===== src/rtl/apple_placement_ctrl.sv =====
// apple_placement_ctrl
// Chooses a free, on-screen position for the snake-game apple in the VGA_clk domain.
// A candidate is taken from the free-running random generator and bounds-checked.
// It is then compared against every live body segment through a one-cycle-latency
// read of the body store. The result is published as apple_x/apple_y/apple_valid.
//
// Build option: define APPLE_SCORE_EN to add an 8-bit saturating "score" output.
// The score counts apples eaten and clears when the game (re)starts.

module apple_placement_ctrl #(
    parameter int GRID     = 10,
    parameter int SCREEN_W = 640,
    parameter int SCREEN_H = 480,
    parameter int LEN_W    = 5
) (
    input  logic             VGA_clk,
    input  logic             rst_n,
    input  logic             start,
    input  logic             eat,
    input  logic [9:0]       random_x,
    input  logic [8:0]       random_y,
    input  logic [LEN_W:0]   snake_len,
    output logic [LEN_W-1:0] body_addr,
    input  logic [9:0]       body_x,
    input  logic [8:0]       body_y,
    output logic [9:0]       apple_x,
    output logic [8:0]       apple_y,
    output logic             apple_valid,
    output logic             busy
`ifdef APPLE_SCORE_EN
    ,
    output logic [7:0]       score
`endif
);

    // Largest legal top-left corner so the whole square stays visible.
    localparam logic [9:0]         X_MAX    = 10'(SCREEN_W - GRID);
    localparam logic [8:0]         Y_MAX    = 9'(SCREEN_H - GRID);
    localparam logic signed [10:0] GRID_S   = 11'(GRID);
    localparam logic signed [10:0] NEG_GRID = -GRID_S;

    typedef enum logic [1:0] {
        ST_IDLE   = 2'd0,
        ST_SAMPLE = 2'd1,
        ST_SCAN   = 2'd2,
        ST_PLACE  = 2'd3
    } state_t;

    state_t           state;
    logic [9:0]       cand_x;
    logic [8:0]       cand_y;
    logic [LEN_W-1:0] cmp_idx;    // segment index whose data is on body_x/body_y now
    logic [LEN_W-1:0] scan_last;  // snake_len-1, frozen for the duration of a scan

    logic                cand_ok;
    logic signed [10:0]  dx;
    logic signed [10:0]  dy;
    logic                x_near;
    logic                y_near;
    logic                overlap;

    // Bounds check on the raw generator outputs (the values latched this cycle).
    assign cand_ok = (random_x <= X_MAX) && (random_y <= Y_MAX);

    // Overlap of two GRID-sized squares: both corner distances below GRID.
    assign dx      = $signed({1'b0, cand_x}) - $signed({1'b0, body_x});
    assign dy      = $signed({2'b00, cand_y}) - $signed({2'b00, body_y});
    assign x_near  = (dx < GRID_S) && (dx > NEG_GRID);
    assign y_near  = (dy < GRID_S) && (dy > NEG_GRID);
    assign overlap = x_near && y_near;

    // Placement sequencer; every output is registered here.
    always_ff @(posedge VGA_clk or negedge rst_n) begin
        if (!rst_n) begin
            state       <= ST_IDLE;
            cand_x      <= '0;
            cand_y      <= '0;
            cmp_idx     <= '0;
            scan_last   <= '0;
            body_addr   <= '0;
            apple_x     <= '0;
            apple_y     <= '0;
            apple_valid <= 1'b0;
            busy        <= 1'b0;
        end else if (!start) begin
            // Game stopped: drop everything in flight, keep the last coordinates.
            state       <= ST_IDLE;
            cmp_idx     <= '0;
            body_addr   <= '0;
            apple_valid <= 1'b0;
            busy        <= 1'b0;
        end else begin
            case (state)
                ST_IDLE: begin
                    if (!apple_valid) begin
                        state <= ST_SAMPLE;
                        busy  <= 1'b1;
                    end else if (eat) begin
                        apple_valid <= 1'b0;
                        state       <= ST_SAMPLE;
                        busy        <= 1'b1;
                    end
                end

                ST_SAMPLE: begin
                    // body_addr sits at 0 here, so segment 0 arrives on the
                    // first SCAN cycle and the scan has no dead cycle.
                    cand_x <= random_x;
                    cand_y <= random_y;
                    if (cand_ok) begin
                        if (snake_len == '0) begin
                            state <= ST_PLACE;
                            busy  <= 1'b0;
                        end else begin
                            state     <= ST_SCAN;
                            scan_last <= LEN_W'(snake_len - 1'b1);
                            cmp_idx   <= '0;
                            body_addr <= LEN_W'(snake_len > (LEN_W+1)'(1));
                        end
                    end
                end

                ST_SCAN: begin
                    if (overlap) begin
                        state     <= ST_SAMPLE;
                        cmp_idx   <= '0;
                        body_addr <= '0;
                    end else if (cmp_idx == scan_last) begin
                        state     <= ST_PLACE;
                        busy      <= 1'b0;
                        cmp_idx   <= '0;
                        body_addr <= '0;
                    end else begin
                        cmp_idx <= cmp_idx + LEN_W'(1);
                        // Issue runs one index ahead of compare; stop at the last one.
                        if (body_addr != scan_last) begin
                            body_addr <= body_addr + LEN_W'(1);
                        end
                    end
                end

                ST_PLACE: begin
                    apple_x     <= cand_x;
                    apple_y     <= cand_y;
                    apple_valid <= 1'b1;
                    state       <= ST_IDLE;
                end

                default: begin
                    state <= ST_IDLE;
                end
            endcase
        end
    end

`ifdef APPLE_SCORE_EN
    logic start_d;

    // Eaten-apple counter: clears on a game start edge, saturates at 255.
    always_ff @(posedge VGA_clk or negedge rst_n) begin
        if (!rst_n) begin
            score   <= '0;
            start_d <= 1'b0;
        end else begin
            start_d <= start;
            if (start && !start_d) begin
                score <= '0;
            end else if (start && (state == ST_IDLE) && apple_valid && eat &&
                         (score != 8'hFF)) begin
                score <= score + 8'd1;
            end
        end
    end
`endif

endmodule


===== config.mk =====
export PLATFORM = sky130hd
export DESIGN_NAME = apple_placement_ctrl
export DESIGN_NICKNAME = d
export VERILOG_FILES = /design/src/rtl/apple_placement_ctrl.sv
export SDC_FILE = /design/constraint.sdc
export NUM_CORES = 1
export LEC_CHECK = 0
export CAP_MARGIN = 20
export CORE_ASPECT_RATIO = 1.2
export CORE_MARGIN = 8
export CORE_UTILIZATION = 53
export DETAILED_ROUTE_END_ITERATION = 7
export GPL_TIMING_DRIVEN = 0
export PLACE_DENSITY = 0.87
export SLEW_MARGIN = 20
export SYNTH_ARGS = -nofsm -noshare
export SYNTH_HDL_FRONTEND = slang
export SYNTH_SLANG_ARGS = --single-unit

===== constraint.sdc =====
create_clock -name VGA_clk -period 3.33 [get_ports VGA_clk]
set_input_delay 0.333 -clock VGA_clk [delete_from_list [all_inputs] [get_ports VGA_clk]]
set_output_delay 0.333 -clock VGA_clk [all_outputs]
set_load 0.1 [all_outputs]

# ---- After elaboration in Yosys (flattened, before gate mapping)
# Cells that the tools add are included.
dict set report totals {
  in_bits 48
  reg_bits 57
  output_inout_bits 26
}
dict set report classes {
  n_lt_le_gt_ge 7
  n_reduce_logical 13
  n_mux 33
  n_eq_ne 16
  bitwise_logic 1
  n_addsub 5
}
# op n
set ops {}
lappend ops {{$mux 5} 11}
lappend ops {{$pmux 5 s2} 2}
lappend ops {{$ne 3x3->1 const B} 5}
lappend ops {{$mux 2} 6}
lappend ops {{$gt 11x5->1 const B} 1}
lappend ops {{$lt 11x5->1 const B} 1}
lappend ops {{$mux 1} 11}
lappend ops {{$sub 10x10->11} 1}
lappend ops {{$add 5x1->5 const B} 2}
lappend ops {{$gt 10x5->1 const B} 1}
lappend ops {{$le 10x10->1 const B} 1}
lappend ops {{$lt 10x5->1 const B} 1}
lappend ops {{$sub 9x9->10} 1}
lappend ops {{$le 9x9->1 const B} 1}
lappend ops {{$ne 4x4->1 const B} 2}
lappend ops {{$pmux 2 s4} 1}
lappend ops {{$reduce_and 4->1} 2}
lappend ops {{$gt 6x1->1 const B} 1}
lappend ops {{$logic_not 6->1} 1}
lappend ops {{$ne 3x1->1 const B} 2}
lappend ops {{$reduce_and 3->1} 2}
lappend ops {{$reduce_and 6->1} 1}
lappend ops {{$eq 5x5->1} 1}
lappend ops {{$ne 5x5->1} 1}
lappend ops {{11 further kinds} 16}

# ---- Logic depth before layout (Yosys ltp)
dict set report logic_depth {
  depth_word 7
  mapped_depth 14
}

# ---- Worst setup path after synthesis
# Ideal clock, no wire load.
dict set report synth_path {
  path_type {flip-flop to flip-flop}
  start {reg cand_x[0]}
  end {reg state[1]}
  setup_slack_ns 0.418
  t_arrival_ns 2.835
  setup_ns 0.076
  path_stages_with_launch 14
  required_ns 3.254
  period_less_slack_ns 2.912
  path_cell_list {dfrtp_1 -> inv_1 -> ha_1 -> inv_1 -> fa_1 -> a211oi_2 -> nor3_1 -> or4_1 -> o211a_1 -> nor3_1 -> a22o_2 -> a211oi_2 -> or4_1 -> o21ai_1}
}
dict set report synth_via {
  elab_chain_len 7
  elab_cells_between_ends 10
  classes_between {add/sub: 1; order compare: 2; eq/ne: 1; mux: 3; reduce/logical: 3}
}
# element line_no
set synth_lines {}
lappend synth_lines {{from (decl)} 50} ;# logic [9:0] cand_x;
lappend synth_lines {{from (signal assigned)} 108} ;# cand_x <= random_x;
lappend synth_lines {{$sub 10x10->11 (*)} 66} ;# assign dx = $signed({1'b0, cand_x}) - $signed({1'b0, body_x});
lappend synth_lines {{$lt 11x5->1 or $gt 11x5->1 (tied branches)} 68} ;# assign x_near = (dx < GRID_S) && (dx > NEG_GRID);
lappend synth_lines {{$logic_and 1x1->1 (*)} 68}
lappend synth_lines {{$logic_and 1x1->1 (*)} 70} ;# assign overlap = x_near && y_near;
lappend synth_lines {{$mux 2} 124} ;# if (overlap) begin
lappend synth_lines {{$pmux 2 s4} 93} ;# case (state)
lappend synth_lines {{$mux 2} 85} ;# end else if (!start) begin
lappend synth_lines {{to (signal assigned)} 87} ;# state <= ST_IDLE;
lappend synth_lines {{to (signal assigned)} 96} ;# state <= ST_SAMPLE;
lappend synth_lines {{to (signal assigned)} 125} ;# state <= ST_SAMPLE;
lappend synth_lines {{to (decl)} 49} ;# state_t state;
# Mark *: on every way between the ends. The rest lies on a longest branch, timed or not.
# A chain may end at the register's enable or synchronous reset.

# ---- Worst setup path in the final report
dict set report layout_path {
  start {reg cand_y[0]}
  end {reg state[1]}
}
dict set report layout_via {
  elab_chain_len 7
  elab_cells_between_ends 10
  classes_between {add/sub: 1; order compare: 2; eq/ne: 1; mux: 3; reduce/logical: 3}
}
# element line_no
set layout_lines {}
lappend layout_lines {{from (decl)} 51} ;# logic [8:0] cand_y;
lappend layout_lines {{from (signal assigned)} 109} ;# cand_y <= random_y;
lappend layout_lines {{$sub 9x9->10 (*)} 67} ;# assign dy = $signed({2'b00, cand_y}) - $signed({2'b00, body_y});
lappend layout_lines {{$lt 10x5->1 or $gt 10x5->1 (tied branches)} 69} ;# assign y_near = (dy < GRID_S) && (dy > NEG_GRID);
lappend layout_lines {{$logic_and 1x1->1 (*)} 69}
lappend layout_lines {{$logic_and 1x1->1 (*)} 70}
lappend layout_lines {{$mux 2} 124}
lappend layout_lines {{$pmux 2 s4} 93}
lappend layout_lines {{$mux 2} 85}
# Marks and branches as above.

==> results.json <==
{
  "status": "finished clean",
  "io_buffers": 72,
  "hp-class": "in2async",
  "fin_crit_sh_pct": 97.6,
  "tightest_slew_ns": 0.999,
  "ir_worst_vdd_mv": 0.699,
  "synth_area_leaders": "dfrtp_1, mux2_2, ha_1",
  "grt_pass1_wl_microns": 16200,
  "critPathRequiredTime_ns": 3.59,
  "rows": 34,
  "n_fill_cell": 558,
  "setup_viol": 0,
  "finalNetCount": 565,
  "syn_nets": 479,
  "wirelength_met1_microns": 4190,
  "power_density_mw_per_mm2": 1040,
  "fmax_mhz": 308,
  "drive_above_1_share_pct": 14.3,
  "cp.arrival_ns": 3.52,
  "tns_ns": 0,
  "viasPerCell": 5.83,
  "die-width_microns": 93.7,
  "cts_buffer_depth": 2,
  "fp.dieH_microns": 109,
  "crit_type": "reg2reg",
  "ys_seq_area_share_pct": 37.1,
  "synth_ff_type": "dfrtp_1",
  "synth_cells": 400,
  "ys_warn_count": 0,
  "slew_headroom_pct": 33.2,
  "hold_ws_ns": 0.0441,
  "hold_viol": 0,
  "gp_congestion": 0.903,
  "period_minus_slack_ns": 3.25,
  "highest_layer": "met4",
  "cts-root-buf": "clkbuf_8",
  "path_clk_slew_ns": 0.06,
  "startpoint_type": "flop",
  "grt_start_max_net_pins": 58,
  "async_reset_ff_share_pct": 100,
  "cts_tree": "yes",
  "cp-end-kind": "flop",
  "dp_hpwl_microns": 7380,
  "wirelength_microns": 9780,
  "dieArea_sq_mm": 0.0102,
  "avgRoutedWirePerCell_microns": 16.9,
  "num_vias": 3383,
  "dr_wl_met2_microns": 4680,
  "area_growth_pct": 28.9,
  "clock_latency_ns": 0.34,
  "core-area_sq_mm": 0.00715,
  "hold_buffers": 0,
  "drv_cap": 0,
  "fin_skew_ns": 0.00568,
  "cp_max_fo": 5,
  "netlist_area_sq_mm": 0.00384,
  "slowest_delay_ns": 0.54,
  "grt-ovfl-total": 0,
  "wl_met3_microns": 644,
  "antennaDiodeCount": 0,
  "pin_count": 74,
  "synth_top_area_cell": "dfrtp_1",
  "syn_area_per_cell_sq_um": 9.61,
  "grt_antenna_before_repair": 0,
  "clock-sinks": 57,
  "drc_errors": 0,
  "p_leak_nw": 2.19,
  "synth_edf_count": 0,
  "power_mw": 5.13,
  "yosys.area.top_type_share_pct": 37.1,
  "initial_utilization_pct": 53.8,
  "slowest_stage": "or4_4",
  "synth_cell_types": 56,
  "ant_nets": 0,
  "slew_violations": 0,
  "htreeDepth": 3,
  "grt_pass1_vias": 3493,
  "grt_usage_pct": 19.9,
  "cts_inserted_buffers": 9,
  "drt_iter0_drc": 107,
  "path_cells": "inv_1, ha_1, inv_1, fa_1, a211oi_4, o22ai_1, a211oi_2, o221ai_1, nor4_1, a41o_2, a211oi_4, or4_4, o21ai_1",
  "firstDrtPassIters": 5,
  "rsz0062_at_grt": "yes",
  "ys_ff_latch": 57
}
## metal layers
layer / vias to the layer above / GRT usage (%)
li1: 1621 / -
met1: 1617 / 23.4
met2: 123 / 33.2
met3: 22 / 5.12
met4: 0 / 9.19
met5: - / 0
## final cells by class
cell class	instances	area, sq um	share of cell area, %
Multi-Input combinational cell	301	2300	46.4
Sequential cell	57	1430	28.8
Clock inverter	3	65.1	1.31
Tap cell	90	113	2.27
Buffer	11	51.3	1.04
Timing Repair Buffer	75	741	15.0
Inverter	31	116	2.35
Clock buffer	12	145	2.93
## cell usage in the layout, fill, tap and decap left out, types with 4 or more instances in the layout
master | netlist | layout
nand2_1 | 30 | 30
nand2b_1 | 7 | 7
o31ai_1 | 4 | 4
ha_1 | 29 | 29
nor3_1 | 8 | 8
a31oi_1 | 6 | 6
a21oi_1 | 14 | 13
o21a_1 | 7 | 7
nor2_1 | 27 | 27
o21ai_0 | 22 | 22
nor2b_1 | 4 | 4
dfrtp_1 | 57 | 57
a21boi_0 | 4 | 4
xnor2_1 | 12 | 12
a21o_1 | 5 | 5
clkbuf_1 | 8 | 10
o22ai_1 | 6 | 6
xor2_1 | 9 | 9
mux2_2 | 37 | 37
buf_4 | 0 | 4
and2_1 | 4 | 4
nand3_1 | 11 | 11
o21ai_1 | 5 | 5
clkbuf_8 | 0 | 10
inv_1 | 31 | 31
clkdlybuf4s50_1 | 0 | 71
## synth_stat cells, types with 3 or more instances
cell type  number
a211oi_2        4
o21ai_0        22
inv_1          31
nor2_1         27
a21oi_1        14
xor2_1          9
a31oi_1         6
nor3_1          8
o2bb2ai_1       3
nor2b_1         4
o31ai_1         4
and2_1          4
a22o_1          3
nand2b_1        7
o22ai_1         6
ha_1           29
nand2_1        30
o21ai_1         5
clkbuf_1        8
dfrtp_1        57
a21boi_0        4
mux2_2         37
nor4_1          3
nand3_1        11
o21a_1          7
buf_2           3
a21o_1          5
xnor2_1        12
## state kept, by name, summed over array words and instances, names as in the netlist
register     flops
cmp_idx          5
apple_valid      1
apple_x         10
cand_y           9
state            2
body_addr        5
scan_last        5
apple_y          9
busy             1
cand_x          10
## final timing paths
kind                                  from  slack (ns)           end  depth (start not counted)
worst max-delay path             cand_y[0]        0.08      state[1]                         13
worst min-delay path                 rst_n        0.04  body_addr[3]                          1
worst max register to register   cand_y[0]        0.08      state[1]                         13
worst min register to register  apple_y[0]        0.48    apple_y[0]                          2
max in group asynchronous            rst_n        2.79     cand_x[7]                          1
min in group VGA_clk                 start        0.45      state[0]                          3
## report_power, final
group          switching (mW)  internal, mW  total (mW)
sequential              0.233         0.976        1.21
combinational            2.04          1.18        3.22
clock                   0.268         0.437       0.705
## through the flow
| stage | utilization (%) | setup WS (ns) | instance area, sq um | std cells |
|---|---|---|---|---|
| floorplan | - | 0.418 | 3840 | 400 |
| global placement | 65.4 | -0.273 | 4680 | 562 |
| detailed placement | 65.4 | -0.411 | 4670 | 562 |
| CTS | 68.5 | 0.00624 | 4900 | 578 |
| global route | 69.3 | -0.0745 | 4950 | 580 |
| finish | 69.3 | 0.0787 | 4950 | 580 |
## what timing repair did
| item | CTS | global route |
|---|---|---|
| buffers inserted | 1 | 2 |
| pin swaps | 1 | 4 |
| endpoints found under the setup margin | 3 | 11 |
| resized for setup | 2 | 8 |
## critical path: cells and delay by family, from the launching register on
family	cells	cell delay (ns)
DFF	1	0.37
adders and majority gates	2	0.60
buffers and inverters	2	0.15
AOI/OAI and AO/OA	7	1.27
and+or+nand+nor	2	0.78
## cells by family after synthesis
| group | Yosys count | share of synthesized area (%) |
|---|---|---|
| compound gates | 104 | 18.9 |
| mux | 39 | 11.4 |
| simple gates | 106 | 13.2 |
| xor+xnor | 21 | 4.79 |
| fa+ha+maj | 31 | 10.5 |
| flops | 57 | 37.1 |
| buf+inv | 42 | 4.20 |
No activity file was read; power rests on OpenSTA's default activity.
